--- config.mk ---
export PLATFORM = sky130hd
export DESIGN_NAME = l1_avalon_arbiter
export DESIGN_NICKNAME = d
export VERILOG_FILES = /design/src/rtl/riscv_config_pkg.sv /design/src/rtl/riscv_types_pkg.sv /design/src/rtl/rr_arbiter.sv /design/src/rtl/l1_avalon_arbiter.sv
export SDC_FILE = /design/constraint.sdc
export NUM_CORES = 1
export LEC_CHECK = 0
export ABC_AREA = 1
export BUFFER_PORTS_ARGS = -buffer_cell sky130_fd_sc_hd__buf_2
export CAP_MARGIN = 20
export CORE_MARGIN = 10
export CORE_UTILIZATION = 42
export CTS_CLUSTER_SIZE = 8
export DETAILED_ROUTE_END_ITERATION = 16
export PLACE_DENSITY_LB_ADDON = 0.1
export SLEW_MARGIN = 20
export SYNTH_ARGS = -nofsm -noshare
export SYNTH_HDL_FRONTEND = slang
export SYNTH_SLANG_ARGS = --single-unit
--- constraint.sdc ---
create_clock -name clk -period 9.09 [get_ports clk]
set_input_delay 0.909 -clock clk [delete_from_list [all_inputs] [get_ports clk]]
set_output_delay 0.909 -clock clk [all_outputs]
set_load 0.01 [all_outputs]
--- src/rtl/riscv_config_pkg.sv ---
// Build-time configuration shared by the L1 memory subsystem.
package riscv_config;

    // Number of L1 requesters sharing the Avalon-MM master (legal 2..4).
    localparam int L1_NUM_REQ = 4;

endpackage : riscv_config

--- src/rtl/riscv_types_pkg.sv ---
// Shared types for the L1 arbiter: FSM state encoding and the latched request.
package riscv_types;

    typedef enum logic [1:0] {
        IDLE  = 2'd0,
        ISSUE = 2'd1,
        DRAIN = 2'd2
    } l1_arb_state_t;

    typedef struct packed {
        logic [31:0] addr;
        logic [31:0] data;
        logic        rnw;
        logic [3:0]  be;
        logic [2:0]  size;
    } l1_arb_request_t;

    // Beats in a read burst: size field is beats minus one, so 1..8.
    function automatic logic [3:0] beat_total(input logic [2:0] size);
        return {1'b0, size} + 4'd1;
    endfunction

endpackage : riscv_types

--- src/rtl/rr_arbiter.sv ---
// Round-robin grant: searches from the index after last_ptr, wrapping,
// so the previous grantee has lowest priority.
module rr_arbiter #(
    parameter int N    = 4,
    parameter int IDXW = (N > 1) ? $clog2(N) : 1
) (
    input  logic [N-1:0]    requests,
    input  logic [IDXW-1:0] last_ptr,
    output logic [N-1:0]    grant,
    output logic [IDXW-1:0] grant_idx,
    output logic            grant_valid
);

    logic [IDXW-1:0] cand;

    // Walk candidates from farthest to nearest so the nearest requester wins.
    always_comb begin
        grant       = '0;
        grant_idx   = '0;
        grant_valid = 1'b0;
        cand        = '0;
        for (int off = N; off >= 1; off--) begin
            cand = IDXW'((int'(last_ptr) + off) % N);
            if (requests[cand]) begin
                grant       = '0;
                grant[cand] = 1'b1;
                grant_idx   = cand;
                grant_valid = 1'b1;
            end
        end
    end

endmodule : rr_arbiter

--- src/rtl/l1_avalon_arbiter.sv ---
// Arbitrates NUM_REQ L1 requesters onto one Avalon-MM master, one
// transaction in flight. Reads may be bursts of up to 8 beats; read data
// is returned on a shared bus with a one-hot strobe to the owner.
// Handshake: req_ack pulses for one cycle in the cycle a request is taken;
// an Avalon beat completes in any ISSUE cycle with avm_waitrequest low;
// each avm_readdatavalid seen in ISSUE/DRAIN produces one rtn_data_valid
// pulse the following cycle.
module l1_avalon_arbiter
    import riscv_types::*;
#(
    parameter int NUM_REQ = riscv_config::L1_NUM_REQ
) (
    input  logic                  clk,
    input  logic                  rst,
    input  logic [NUM_REQ-1:0]    req_request,
    input  logic [NUM_REQ*32-1:0] req_addr,
    input  logic [NUM_REQ*32-1:0] req_data,
    input  logic [NUM_REQ-1:0]    req_rnw,
    input  logic [NUM_REQ*4-1:0]  req_be,
    input  logic [NUM_REQ*3-1:0]  req_size,
    output logic [NUM_REQ-1:0]    req_ack,
    output logic [31:0]           rtn_data,
    output logic [NUM_REQ-1:0]    rtn_data_valid,
    output logic [31:0]           avm_addr,
    output logic                  avm_read,
    output logic                  avm_write,
    output logic [3:0]            avm_byteenable,
    output logic [31:0]           avm_writedata,
    input  logic [31:0]           avm_readdata,
    input  logic                  avm_waitrequest,
    input  logic                  avm_readdatavalid,
    output l1_arb_state_t         dbg_state
);

    localparam int IDXW = (NUM_REQ > 1) ? $clog2(NUM_REQ) : 1;
    localparam logic [IDXW-1:0] RR_RESET = IDXW'(NUM_REQ - 1);

    l1_arb_state_t   state_q, state_d;
    logic [IDXW-1:0] rr_ptr_q, rr_ptr_d;
    logic [IDXW-1:0] owner_q, owner_d;
    l1_arb_request_t req_q, req_d;
    logic [3:0]      beat_q, beat_d;
    logic [3:0]      rtn_cnt_q, rtn_cnt_d;
    logic [31:0]     rtn_data_q, rtn_data_d;
    logic [NUM_REQ-1:0] rtn_valid_q, rtn_valid_d;

    logic [NUM_REQ-1:0] grant_oh;
    logic [IDXW-1:0]    grant_idx;
    logic               grant_valid;
    l1_arb_request_t    sel_req;
    logic               rtn_hit;

    rr_arbiter #(
        .N    (NUM_REQ),
        .IDXW (IDXW)
    ) u_rr (
        .requests    (req_request),
        .last_ptr    (rr_ptr_q),
        .grant       (grant_oh),
        .grant_idx   (grant_idx),
        .grant_valid (grant_valid)
    );

    // Pick the granted requester's fields out of the flattened buses.
    always_comb begin
        sel_req = '0;
        for (int i = 0; i < NUM_REQ; i++) begin
            if (grant_oh[i]) begin
                sel_req.addr = req_addr[i*32 +: 32];
                sel_req.data = req_data[i*32 +: 32];
                sel_req.rnw  = req_rnw[i];
                sel_req.be   = req_be[i*4 +: 4];
                sel_req.size = req_size[i*3 +: 3];
            end
        end
    end

    // Next-state, grant and return-path logic.
    always_comb begin
        state_d     = state_q;
        rr_ptr_d    = rr_ptr_q;
        owner_d     = owner_q;
        req_d       = req_q;
        beat_d      = beat_q;
        rtn_cnt_d   = rtn_cnt_q;
        rtn_data_d  = rtn_data_q;
        rtn_valid_d = '0;
        req_ack     = '0;

        // Returns only count while a read is outstanding; stale data in IDLE is dropped.
        rtn_hit = (state_q != IDLE) && req_q.rnw && avm_readdatavalid;
        if (rtn_hit) begin
            rtn_data_d           = avm_readdata;
            rtn_valid_d[owner_q] = 1'b1;
            rtn_cnt_d            = rtn_cnt_q + 4'd1;
        end

        case (state_q)
            IDLE: begin
                if (grant_valid && !rst) begin
                    req_ack   = grant_oh;
                    rr_ptr_d  = grant_idx;
                    owner_d   = grant_idx;
                    req_d     = sel_req;
                    beat_d    = '0;
                    rtn_cnt_d = '0;
                    state_d   = ISSUE;
                end
            end
            ISSUE: begin
                if (!avm_waitrequest) begin
                    if (!req_q.rnw) begin
                        state_d = IDLE;
                    end else begin
                        beat_d = beat_q + 4'd1;
                        if (beat_q == {1'b0, req_q.size}) begin
                            state_d = (rtn_cnt_d == beat_total(req_q.size)) ? IDLE : DRAIN;
                        end
                    end
                end
            end
            DRAIN: begin
                if (rtn_cnt_d == beat_total(req_q.size)) begin
                    state_d = IDLE;
                end
            end
            default: state_d = IDLE;
        endcase
    end

    // State and datapath registers; reset abandons any transaction.
    always_ff @(posedge clk or posedge rst) begin
        if (rst) begin
            state_q     <= IDLE;
            rr_ptr_q    <= RR_RESET;
            owner_q     <= '0;
            req_q       <= '0;
            beat_q      <= '0;
            rtn_cnt_q   <= '0;
            rtn_data_q  <= '0;
            rtn_valid_q <= '0;
        end else begin
            state_q     <= state_d;
            rr_ptr_q    <= rr_ptr_d;
            owner_q     <= owner_d;
            req_q       <= req_d;
            beat_q      <= beat_d;
            rtn_cnt_q   <= rtn_cnt_d;
            rtn_data_q  <= rtn_data_d;
            rtn_valid_q <= rtn_valid_d;
        end
    end

    // Avalon master drive: word address advances per beat, wrapping in 30 bits.
    always_comb begin
        avm_read       = (state_q == ISSUE) && req_q.rnw;
        avm_write      = (state_q == ISSUE) && !req_q.rnw;
        avm_addr       = {req_q.addr[31:2] + 30'(beat_q), 2'b00};
        avm_byteenable = req_q.rnw ? 4'hF : req_q.be;
        avm_writedata  = req_q.data;
    end

    assign rtn_data       = rtn_data_q;
    assign rtn_data_valid = rtn_valid_q;
    assign dbg_state      = state_q;

endmodule : l1_avalon_arbiter

==> metrics.md, run 1 <==
| Metric | Value |
|---|---|
| Vias in the first global route | `between 10,000 and 15,000` |
| Slowest cell on crit path | `nand3_4` |
| LEAKAGE | `about 7.2 nW` |
| Final Hold Fails | `0` |
| Post-synth top area cell | `dfrtp_1` |
| Data required time at the worst endpoint | `between 8 and 9 ns` |
| Global-route wire length before repair | `57.4 mm` |
| Post-synth EDFFs | `0` |
| Fin nets | `2,258` |
| Critical path cell sequence | `inv_2 > ha_1 > inv_1 > nand2_1 > nand2_2 > a21oi_1 > nand3_4 > nand2_2 > nor2_1 > buf_2` |
| Critical path peak fanout | `71` |
| Synth async-reset ratio | `1.00` |
| Synthesis warning total | `0` |
| Worst hold start | `owner_q[1]$_DFFE_PP0P_` |
| #FFs+latches synth | `between 100 and 150` |
| Dpl hpwl | `a little under 30 mm` |
| Routed wire length | `just under 40 mm` |
| Via count | `10,800` |
| P&R area growth vs syn | `26.8%` |
| FP Rows | `55` |
| Post-CTS Hold Fix Bufs | `0` |
| Worst-Margin Slew | `1.01 ns` |
| HP Class | `reg2reg` |
| IO buf count | `around 430` |
| Resized cells post-CTS | `0` |
| Drt first pass iters | `6` |
| Residual DRC count | `0` |
| Total CTS buffers | `17` |
| CP Launch Point | `rr_ptr_q[0]$_DFFE_PP1P_` |
| CTS max path bufs | `2` |
| Pin count of the biggest net entering global routing | `just over 100` |
| RD Place Congestion | `0.954` |
| Leading cell type in the layout, fill and taps excluded | `nand2_1` |
| Max Slew Vio Count | `0` |
| Layout cell share with drive strength beyond 1 | `0.259` |
| Synth Flop Type | `dfrtp_1` |
| Clock Pin Slew Worst Setup and Hold Paths | `roughly 0.060 ns` |
| Max incr delay on CP | `between 0.7 and 0.8 ns` |
| Initial antenna violation count | `10` |
| Netlist Area Pre-Place | `between 9000 and 10,000 µm²` |
| Worst Skew | `between 0.01 and 0.015 ns` |
| Final setup fails | `0` |
| Critical path class | `reg2out` |
| PD cells | `between 400 and 500 nW/µm²` |
| Total gr overflow | `0` |
| Max Cap Viol | `0` |
| Period minus WS final | `4.34 ns` |
| Initial Utilization | `0.424` |
| Synth Instances | `around 1,600` |
| CTS sink count | `120` |
| H-tree Lvls | `4` |
| DIE AREA | `29,200 µm²` |
| Core footprint | `about 23,000 µm²` |
| Clk_lat worst skew | `approximately 0.42 ns` |
| F_max | `0.230 GHz` |
| Most frequent cells in the layout | `nand2_1, buf_2, nor2_1` |
| Worst R2R Start | `rr_ptr_q[0]$_DFFE_PP1P_` |
| Post-Syn Area per Cell | `a little over 6 µm²` |
| CTS tree | `built` |
| Peak supply drop | `roughly 0.55 mV` |
| Io pins | `440` |
| Die W | `~170 µm` |
| Die Span Y | `171 µm` |
| Worst Path Arrival | `roughly 3.4 ns` |
| Tcrit/Tclk final | `0.478` |
| Outcome | `completed` |
| Hold depth | `1` |
| Starting DRC count in detailed routing | `714` |
| Root Driver | `clkbuf_16` |
| Final ANT Viol Nets | `0` |
| Hold slack final | `0.463 ns` |
| Drt wl/cell | `approximately 17 µm` |
| Setup Total Neg Slack | `0 ns` |
| Total track usage | `0.254` |
| Crit end category | `primary output` |
| Buffer count from post-CTS setup fixing | `0` |
| CP Launch Type | `flip-flop` |
| Seq/Total Area, Yosys | `0.315` |
| Relative slew slack | `0.330` |
| RSZ-0062 raised after global routing | `no` |
| Vias/cell | `4.86` |
| Synth cell types | `34` |
| FF-to-FF path depth | `14` |
| Post-synth top area share | `0.309` |
| Synth area leaders | `dfrtp_1, nand2_1, nor2_1` |
| Most prevalent standard cell on the critical path | `nand2_2` |
stage by stage:
stage	instances	utilization	area [µm²]	power [mW]	setup WS [ns]
floorplan	1573	-	9560	3.99	3.71
global placement	2181	0.512	11500	4.94	4.89
detailed placement	2181	0.512	11500	4.99	4.89
CTS	2213	0.537	12100	5.69	4.79
global route	2219	0.538	12100	6.26	4.49
finish	2220	0.538	12100	5.66	4.75
layout make-up:
cell class / instances / area [µm²]
clock inverter: 15 / 151
fill: 2446 / 10400
timing repair buffer: 438 / 2210
sequential: 120 / 3010
clock buffer: 17 / 425
multi-input combinational: 1210 / 5450
inverter: 128 / 485
tap: 285 / 357
antenna: 7 / 17.5
critical path: cells and delay by family (launching register included):
kind | cells | cell delay (ns)
AO/OA/AOI/OAI | 1 | 0.25
flip-flops | 1 | 0.63
AND/OR/NAND/NOR | 5 | 1.29
buffers and inverters | 3 | 0.38
adder cells (fa/ha/maj) | 1 | 0.38
layer usage:
layer / global-route usage / part of all wire
met5: 0 / 0.00054
met4: 0.0694 / 0.020
met3: 0.0795 / 0.092
met2: 0.423 / 0.48
met1: 0.309 / 0.41
cell usage after synthesis (2+ instances only):
master,number
nand4_1,10
nand2_1,742
or2_2,7
nor4_1,3
nand2_2,5
buf_4,43
dfstp_2,2
buf_1,4
nor3_1,21
inv_2,5
nand3b_1,71
inv_1,123
o21ai_0,12
xor2_1,25
nor2_1,168
ha_1,14
dfrtp_1,118
or2_1,3
nor2_2,2
clkbuf_1,14
buf_2,54
a21oi_1,16
xnor2_1,10
nand3_1,90
cell families after synthesis:
| kind of cell | count (synthesis) | synth area share |
|---|---|---|
| adder cells (fa/ha/maj) | 15 | 0.0204 |
| AND/OR/NAND/NOR | 1125 | 0.494 |
| other | 1 | 0.000393 |
| flip-flops | 120 | 0.315 |
| XOR/XNOR | 35 | 0.0321 |
| AO/OA/AOI/OAI | 32 | 0.0177 |
| buffers and inverters | 243 | 0.119 |
| multiplexers | 1 | 0.00105 |
sequential cells by signal, indices dropped and copies added (netlist names):
signal	flops
avm_writedata	32
beat_q	4
dbg_state	2
owner_q	2
req_q	38
rr_ptr_q	2
rtn_cnt_q	4
rtn_data	32
rtn_data_valid	4
power by group:
group	internal, mW	switching [mW]	total (mW)	leakage [nW]
Combinational	1.24	2.75	3.99	5.46
Sequential	0.793	0.200	0.992	1.51
Clock	0.387	0.294	0.681	0.275
Total	2.42	3.24	5.66	7.25
path summary, 6_finish.rpt:
path	end	slack, ns
worst max-delay path	req_ack[1]	4.75
worst min-delay path	rtn_data_valid[0]$_DFF_PP0_	0.46
worst max register to register	req_q[49]$_DFFE_PP0P_	4.94
worst min register to register	rtn_data_valid[0]$_DFF_PP0_	0.46
max in group asynchronous	req_q[66]$_DFFE_PP0P_	7.28
min in group asynchronous	avm_writedata[9]$_DFFE_PP0P_	0.55
(Power assumes the default switching activity.)
==> run 2, diff against run 1 <==
- ABC_AREA: 1 -> 0
- CORE_AREA: unset -> 10 10 163 165
- CORE_MARGIN: 10 -> unset
- CORE_UTILIZATION: 42 -> unset
- DIE_AREA: unset -> 0 0 173 175
- clock period: 9.09 -> 3.56 ns (I/O delays scaled with it)
==> metrics.md, run 2 <==
| Metric | Value |
|---|---|
| Leading cell type in the layout, fill and taps excluded | `buf_2` |
| Worst Path Arrival | `about 3.0 ns` |
| Post-synth top area share | `0.343` |
| Fin nets | `1,777` |
| Final Hold Fails | `0` |
| Worst r2r dst | `req_q[2]$_DFFE_PP0P_` |
| Layout cell share with drive strength beyond 1 | `0.366` |
| Via count | `roughly 10,000` |
| RD Place Congestion | `approximately 0.84` |
| Synth cell types | `53` |
| Post-synthesis adder-cell area fraction | `0.0227` |
| Outcome | `completed` |
| IO buf count | `429` |
| Synth area leaders | `dfrtp_1, o211ai_1, nand2_1` |
| Relative slew slack | `0.455` |
| CP Launch Type | `flip-flop` |
| Clock Pin Slew Worst Setup and Hold Paths | `~0.07 ns` |
| Global-route wire length before repair | `59.8 mm` |
| Vias/cell | `around 5.6` |
| Total gr overflow | `0` |
| Initial Utilization | `0.370` |
| CP endpoint | `req_ack[0]` |
| Worst Skew | `between 0.01 and 0.015 ns` |
| CTS sink count | `120` |
| R2r setup slk | `0.48 ns` |
| Setup Total Neg Slack | `0 ns` |
| Period minus WS final | `around 3.3 ns` |
| H-tree Lvls | `4` |
| Routed wire length | `39.7 mm` |
| Drt first pass iters | `5` |
| Pin count of the biggest net entering global routing | `73` |
| Drt wl/cell | `roughly 22 µm` |
| PD cells | `1080 nW/µm²` |
| Critical path cell sequence | `buf_4 > mux2_1 > mux2i_2 > o211ai_1 > a41oi_4 > buf_8 > and2_1 > buf_2` |
| HP Class | `in2async` |
| Die Span Y | `around 180 µm` |
| Synth Area in Simple Gates | `0.215` |
| Largest register by flop count | `req_q` |
| Synth Flop Type | `dfrtp_1` |
| Post-synth top cells | `nand2_1, o211ai_1, dfrtp_1, clkbuf_1, nand3_1` |
| Finished layout cell area | `roughly 12,000 µm²` |
| Multi-input logic area | `about 5000 µm²` |
| Residual DRC count | `0` |
| Io pins | `440` |
| Core footprint | `23,300 µm²` |
| Dpl hpwl | `around 29 mm` |
| Synthesis warning total | `0` |
| Post-Syn Area per Cell | `7.91 µm²` |
| Clk_lat worst skew | `~0.42 ns` |
| Number of flip-flops in the largest register | `38` |
| Synth async-reset ratio | `1.00` |
| Netlist Area Pre-Place | `approximately 8600 µm²` |
| Die W | `roughly 170 µm` |
| Max Slew Vio Count | `0` |
| Max incr delay on CP | `roughly 0.53 ns` |
| DIE AREA | `30,300 µm²` |
| RSZ-0062 raised after global routing | `no` |
| Synth Area in XOR/XNOR | `0.0407` |
| Fillers | `between 2,000 and 2,500` |
| Root Driver | `clkbuf_16` |
| Compound-Gate Fraction of Synth Area | `0.272` |
| Peak supply drop | `between 0.9 and 1 mV` |
| Worst R2R Start | `rr_ptr_q[0]$_DFFE_PP1P_` |
| Most frequent cells in the layout | `buf_2, nand2_1, o211ai_1` |
| Largest family of logic cells by synthesized area | `compound AO/OA/AOI/OAI gates` |
| Max Cap Viol | `0` |
| Count leader, synth | `nand2_1` |
| Initial antenna violation count | `19` |
| Slowest cell on crit path | `dfstp_2` |
| CTS tree | `built` |
| Data required time at the worst endpoint | `3.20 ns` |
| Hold slack final | `between 0.06 and 0.07 ns` |
| Post-synth top area cell | `dfrtp_1` |
| Seq/Total Area, Yosys | `0.349` |
| Starting DRC count in detailed routing | `around 820` |
| Vias in the first global route | `around 10,000` |
| Total CTS buffers | `17` |
| Crit end category | `primary output` |
| FP Rows | `56` |
| Mux cell area share after synthesis | `0.0179` |
| Tcrit/Tclk final | `0.939` |
| CP Launch Point | `rr_ptr_q[0]$_DFFE_PP1P_` |
| Critical path class | `reg2out` |
| CTS max path bufs | `2` |
| Synth Instances | `between 1,000 and 1,500` |
| Final ANT Viol Nets | `0` |
| Worst-Margin Slew | `between 0.8 and 0.9 ns` |
| Final setup fails | `0` |
| Critical path peak fanout | `24` |
| Placed cell area | `11,000 µm²` |
| Post-CTS Hold Fix Bufs | `0` |
| Total track usage | `0.248` |
| P&R area growth vs syn | `35.6%` |
| FF-to-FF path depth | `9` |
| FF/Latch Area | `between 3000 and 4000 µm²` |
| #FFs+latches synth | `120` |
| LEAKAGE | `between 5 and 6 nW` |
| F_max | `approximately 0.30 GHz` |
| Post-synth EDFFs | `0` |
[run 2: cell count changes after synthesis, sizes merged, moves of 61 or more]
| cell | previous run | this run |
|---|---|---|
| a311oi | 0 | 70 |
| o211ai | 0 | 144 |
| clkbuf | 14 | 99 |
| nand3b | 71 | 0 |
| inv | 128 | 8 |
| nor2 | 171 | 19 |
| a21oi | 16 | 77 |
| nand2 | 747 | 271 |
[run 2: through the flow]
stage	power [mW]	utilization	cells	setup slack [ns]
finish	12.7	0.502	1779	0.217
global route	13.5	0.502	1777	0.0522
CTS	12.5	0.496	1758	0.0236
detailed placement	10.7	0.471	1726	0.270
global placement	10.7	0.471	1726	0.313
floorplan	7.73	-	1090	0.0215
[run 2: repair_timing]
action	4_1_cts	5_1_grt
cloned	0	2
resized for setup	3	6
buffers inserted	0	6
pin swaps	0	3
endpoints found under the setup margin	3	7
[run 2: layout make-up]
type | instances | area share
Sequential cell | 120 | 0.257
Clock buffer | 17 | 0.0364
Antenna cell | 13 | 0.00279
Clock inverter | 15 | 0.0123
Timing Repair Buffer | 467 | 0.224
Tap cell | 319 | 0.0342
Inverter | 8 | 0.00279
Multi-Input combinational cell | 820 | 0.430
[run 2: per-layer routing]
| layer | routed length (µm) | global-route usage |
|---|---|---|
| met2 | 19200 | 0.407 |
| met1 | 15500 | 0.297 |
| met4 | 922 | 0.0927 |
| met3 | 4020 | 0.0823 |
| met5 | 56 | 0 |
[run 2: critical path: cells and delay by family (launching register included)]
family | cells | cell delay (ns)
compound gates | 2 | 0.53
buf+inv | 3 | 0.63
flops | 1 | 0.53
mux | 2 | 0.74
simple gates | 1 | 0.14
[run 2: kinds of logic (layout without fill, tap and decap cells)]
logic type | count (synthesis) | after routing
other cells | 1 | 15
compound gates | 324 | 325
mux | 11 | 12
xor+xnor | 40 | 40
flops | 120 | 120
fa+ha+maj | 15 | 15
buf+inv | 152 | 507
simple gates | 426 | 426
[run 2: worst min path at each step]
stage                             start                            end  slack [ns]  cells past startpoint
3_3_place_gp   rtn_data[29]$_DFFE_PP0N_       rtn_data[29]$_DFFE_PP0N_        0.45                      2
3_5_place_dp   rtn_data[29]$_DFFE_PP0N_       rtn_data[29]$_DFFE_PP0N_        0.46                      2
4_1_cts                             rst           req_q[7]$_DFFE_PP0P_        0.08                      2
5_1_grt                             rst  avm_writedata[12]$_DFFE_PP0P_        0.12                      2
6_report                            rst           req_q[7]$_DFFE_PP0P_        0.07                      2
2_1_floorplan    owner_q[0]$_DFFE_PP0P_    rtn_data_valid[2]$_DFF_PP0_        0.45                      1
[run 2: power breakdown]
group	switching [mW]	leakage (nW)	total [mW]	internal, mW
Combinational	5.35	3.73	8.46	3.12
Sequential	0.497	1.52	2.48	1.98
Clock	0.733	0.273	1.71	0.977
Total	6.58	5.52	12.7	6.08
==> run 3, diff against run 2 <==
- CAP_MARGIN: 20 -> 25
- SLEW_MARGIN: 20 -> 15
- clock period: 3.56 -> 4.1 ns (I/O delays scaled with it)
==> metrics.md, run 3 (synthesis results as in run 2) <==
| Metric | Value |
|---|---|
| Outcome | `completed` |
| Data required time at the worst endpoint | `~3.7 ns` |
| Root Driver | `clkbuf_16` |
| DIE AREA | `between 30,000 and 40,000 µm²` |
| Largest register by flop count | `req_q` |
| Worst Path Arrival | `approximately 3.4 ns` |
| Clock Pin Slew Worst Setup and Hold Paths | `around 0.07 ns` |
| Peak supply drop | `between 0.7 and 0.8 mV` |
| Max Cap Viol | `0` |
| CTS tree | `built` |
| H-tree Lvls | `4` |
| Core footprint | `between 20,000 and 25,000 µm²` |
| Most frequent cells in the layout | `buf_2, nand2_1, o211ai_1` |
| FP Rows | `between 50 and 60` |
| Io pins | `between 400 and 500` |
| Die W | `~170 µm` |
| Layout cell share with drive strength beyond 1 | `0.357` |
| Relative slew slack | `0.361` |
| HP Class | `in2reg` |
| Worst-Margin Slew | `0.945 ns` |
| Final ANT Viol Nets | `0` |
| Critical path class | `reg2out` |
| Die Span Y | `~180 µm` |
| CP Launch Type | `flip-flop` |
| Critical path peak fanout | `40` |
| Worst Skew | `0.0152 ns` |
| Leading cell type in the layout, fill and taps excluded | `buf_2` |
| Residual DRC count | `0` |
| Via count | `9,959` |
| CTS sink count | `120` |
| Routed wire length | `39.5 mm` |
| Number of flip-flops in the largest register | `38` |
| Global-route wire length before repair | `60.2 mm` |
| Crit end category | `primary output` |
| Multi-input logic area | `4960 µm²` |
| Fillers | `roughly 2,400` |
| Initial antenna violation count | `9` |
| Final setup fails | `0` |
| Drt wl/cell | `approximately 22 µm` |
| FF/Latch Area | `roughly 3000 µm²` |
| Period minus WS final | `3.85 ns` |
| PD cells | `926 nW/µm²` |
| Pin count of the biggest net entering global routing | `107` |
| Max Slew Vio Count | `0` |
| RSZ-0062 raised after global routing | `no` |
| P&R area growth vs syn | `33.3%` |
| Vias in the first global route | `between 9,000 and 10,000` |
| Initial Utilization | `0.370` |
| Tcrit/Tclk final | `0.938` |
| Final Util | `0.493` |
| Starting DRC count in detailed routing | `~900` |
| Fin nets | `1,765` |
| Final Hold Fails | `0` |
| Total CTS buffers | `17` |
| Total track usage | `0.248` |
| Buffer count from post-CTS setup fixing | `0` |
| Setup Total Neg Slack | `0 ns` |
| RD Place Congestion | `~0.88` |
| LEAKAGE | `approximately 5.5 nW` |
| Drt first pass iters | `5` |
| Clk_lat worst skew | `approximately 0.42 ns` |
| Dpl hpwl | `between 20 and 30 mm` |
| Total gr overflow | `0` |
| F_max | `between 0.2 and 0.3 GHz` |
| CTS max path bufs | `2` |
| Vias/cell | `approximately 5.7` |
| IO buf count | `roughly 430` |
run 3: changes by cell type in the layout (fill, tap and decap cells not counted), moves of 4 or more:
cell | before | now
buf_12 | 14 | 8
buf_4 | 23 | 18
diode_2 | 13 | 8
inv_6 | 5 | 1
run 3: critical path: stages (launching register included):
cell and delay (ns):
dfstp_2 0.70, inv_1 0.19, ha_2 0.47, mux4_2 0.66, a31oi_1 0.29, a41oi_4 0.19
buf_12 0.21, and2_1 0.17, buf_2 0.13
run 3: layout make-up:
| type | count | share of cell area |
|---|---|---|
| multi-input cells | 818 | 0.432 |
| flip-flops and latches | 120 | 0.262 |
| repair buffers | 457 | 0.216 |
| clock buffers | 18 | 0.0374 |
| well taps | 319 | 0.0348 |
| clock inverters | 14 | 0.0132 |
| inverters | 8 | 0.00283 |
| diodes | 8 | 0.00174 |
run 3: layer usage:
| layer | track usage | vias to the layer above | wire, µm |
|---|---|---|---|
| li1 | - | 4623 | - |
| met1 | 0.303 | 4778 | 16100 |
| met2 | 0.414 | 504 | 19200 |
| met3 | 0.0726 | 52 | 3320 |
| met4 | 0.0769 | 2 | 756 |
| met5 | 0 | - | 13 |
run 3: power by group:
group | total [mW] | leakage, nW | internal (mW) | switching [mW]
combinational | 6.94 | 3.65 | 2.42 | 4.52
sequential | 2.18 | 1.52 | 1.72 | 0.454
clock | 1.52 | 0.286 | 0.901 | 0.614
total | 10.6 | 5.45 | 5.04 | 5.59
run 3: stage by stage:
stage / worst slack [ns] / instance area, µm² / power, mW / hold slack, ns / std cells
6_report: 0.254 / 11500 / 10.6 / 0.184 / 1762
3_5_place_dp: 0.314 / 10800 / 9.13 / 0.458 / 1720
5_1_grt: 0.0574 / 11500 / 11.4 / 0.169 / 1762
3_3_place_gp: 0.306 / 10800 / 9.09 / 0.453 / 1719
2_1_floorplan: 0.461 / 8610 / 6.70 / 0.448 / 1090
4_1_cts: 0.0299 / 11400 / 10.7 / 0.166 / 1752
run 3: final timing paths:
kind	depth (start not counted)	to	from	slack [ns]
max in group asynchronous	5	req_q[56]$_DFFE_PP0P_	rst	2.55
hold reg to reg	2	rtn_data[18]$_DFFE_PP0N_	rtn_data[18]$_DFFE_PP0N_	0.47
min in group asynchronous	3	req_q[7]$_DFFE_PP0P_	rst	0.52
setup / recovery	8	req_ack[0]	rr_ptr_q[1]$_DFFE_PP1P_	0.25
setup reg to reg	9	avm_writedata[30]$_DFFE_PP0P_	rr_ptr_q[1]$_DFFE_PP1P_	0.52
hold / removal	3	rtn_data[24]$_DFFE_PP0N_	avm_readdata[24]	0.18
run 3: what timing repair did:
item / in CTS / in global routing
endpoints found under the hold margin: 0 / 14
setup endpoints to repair: 0 / 1
hold buffers: 0 / 1
resized for setup: 0 / 2
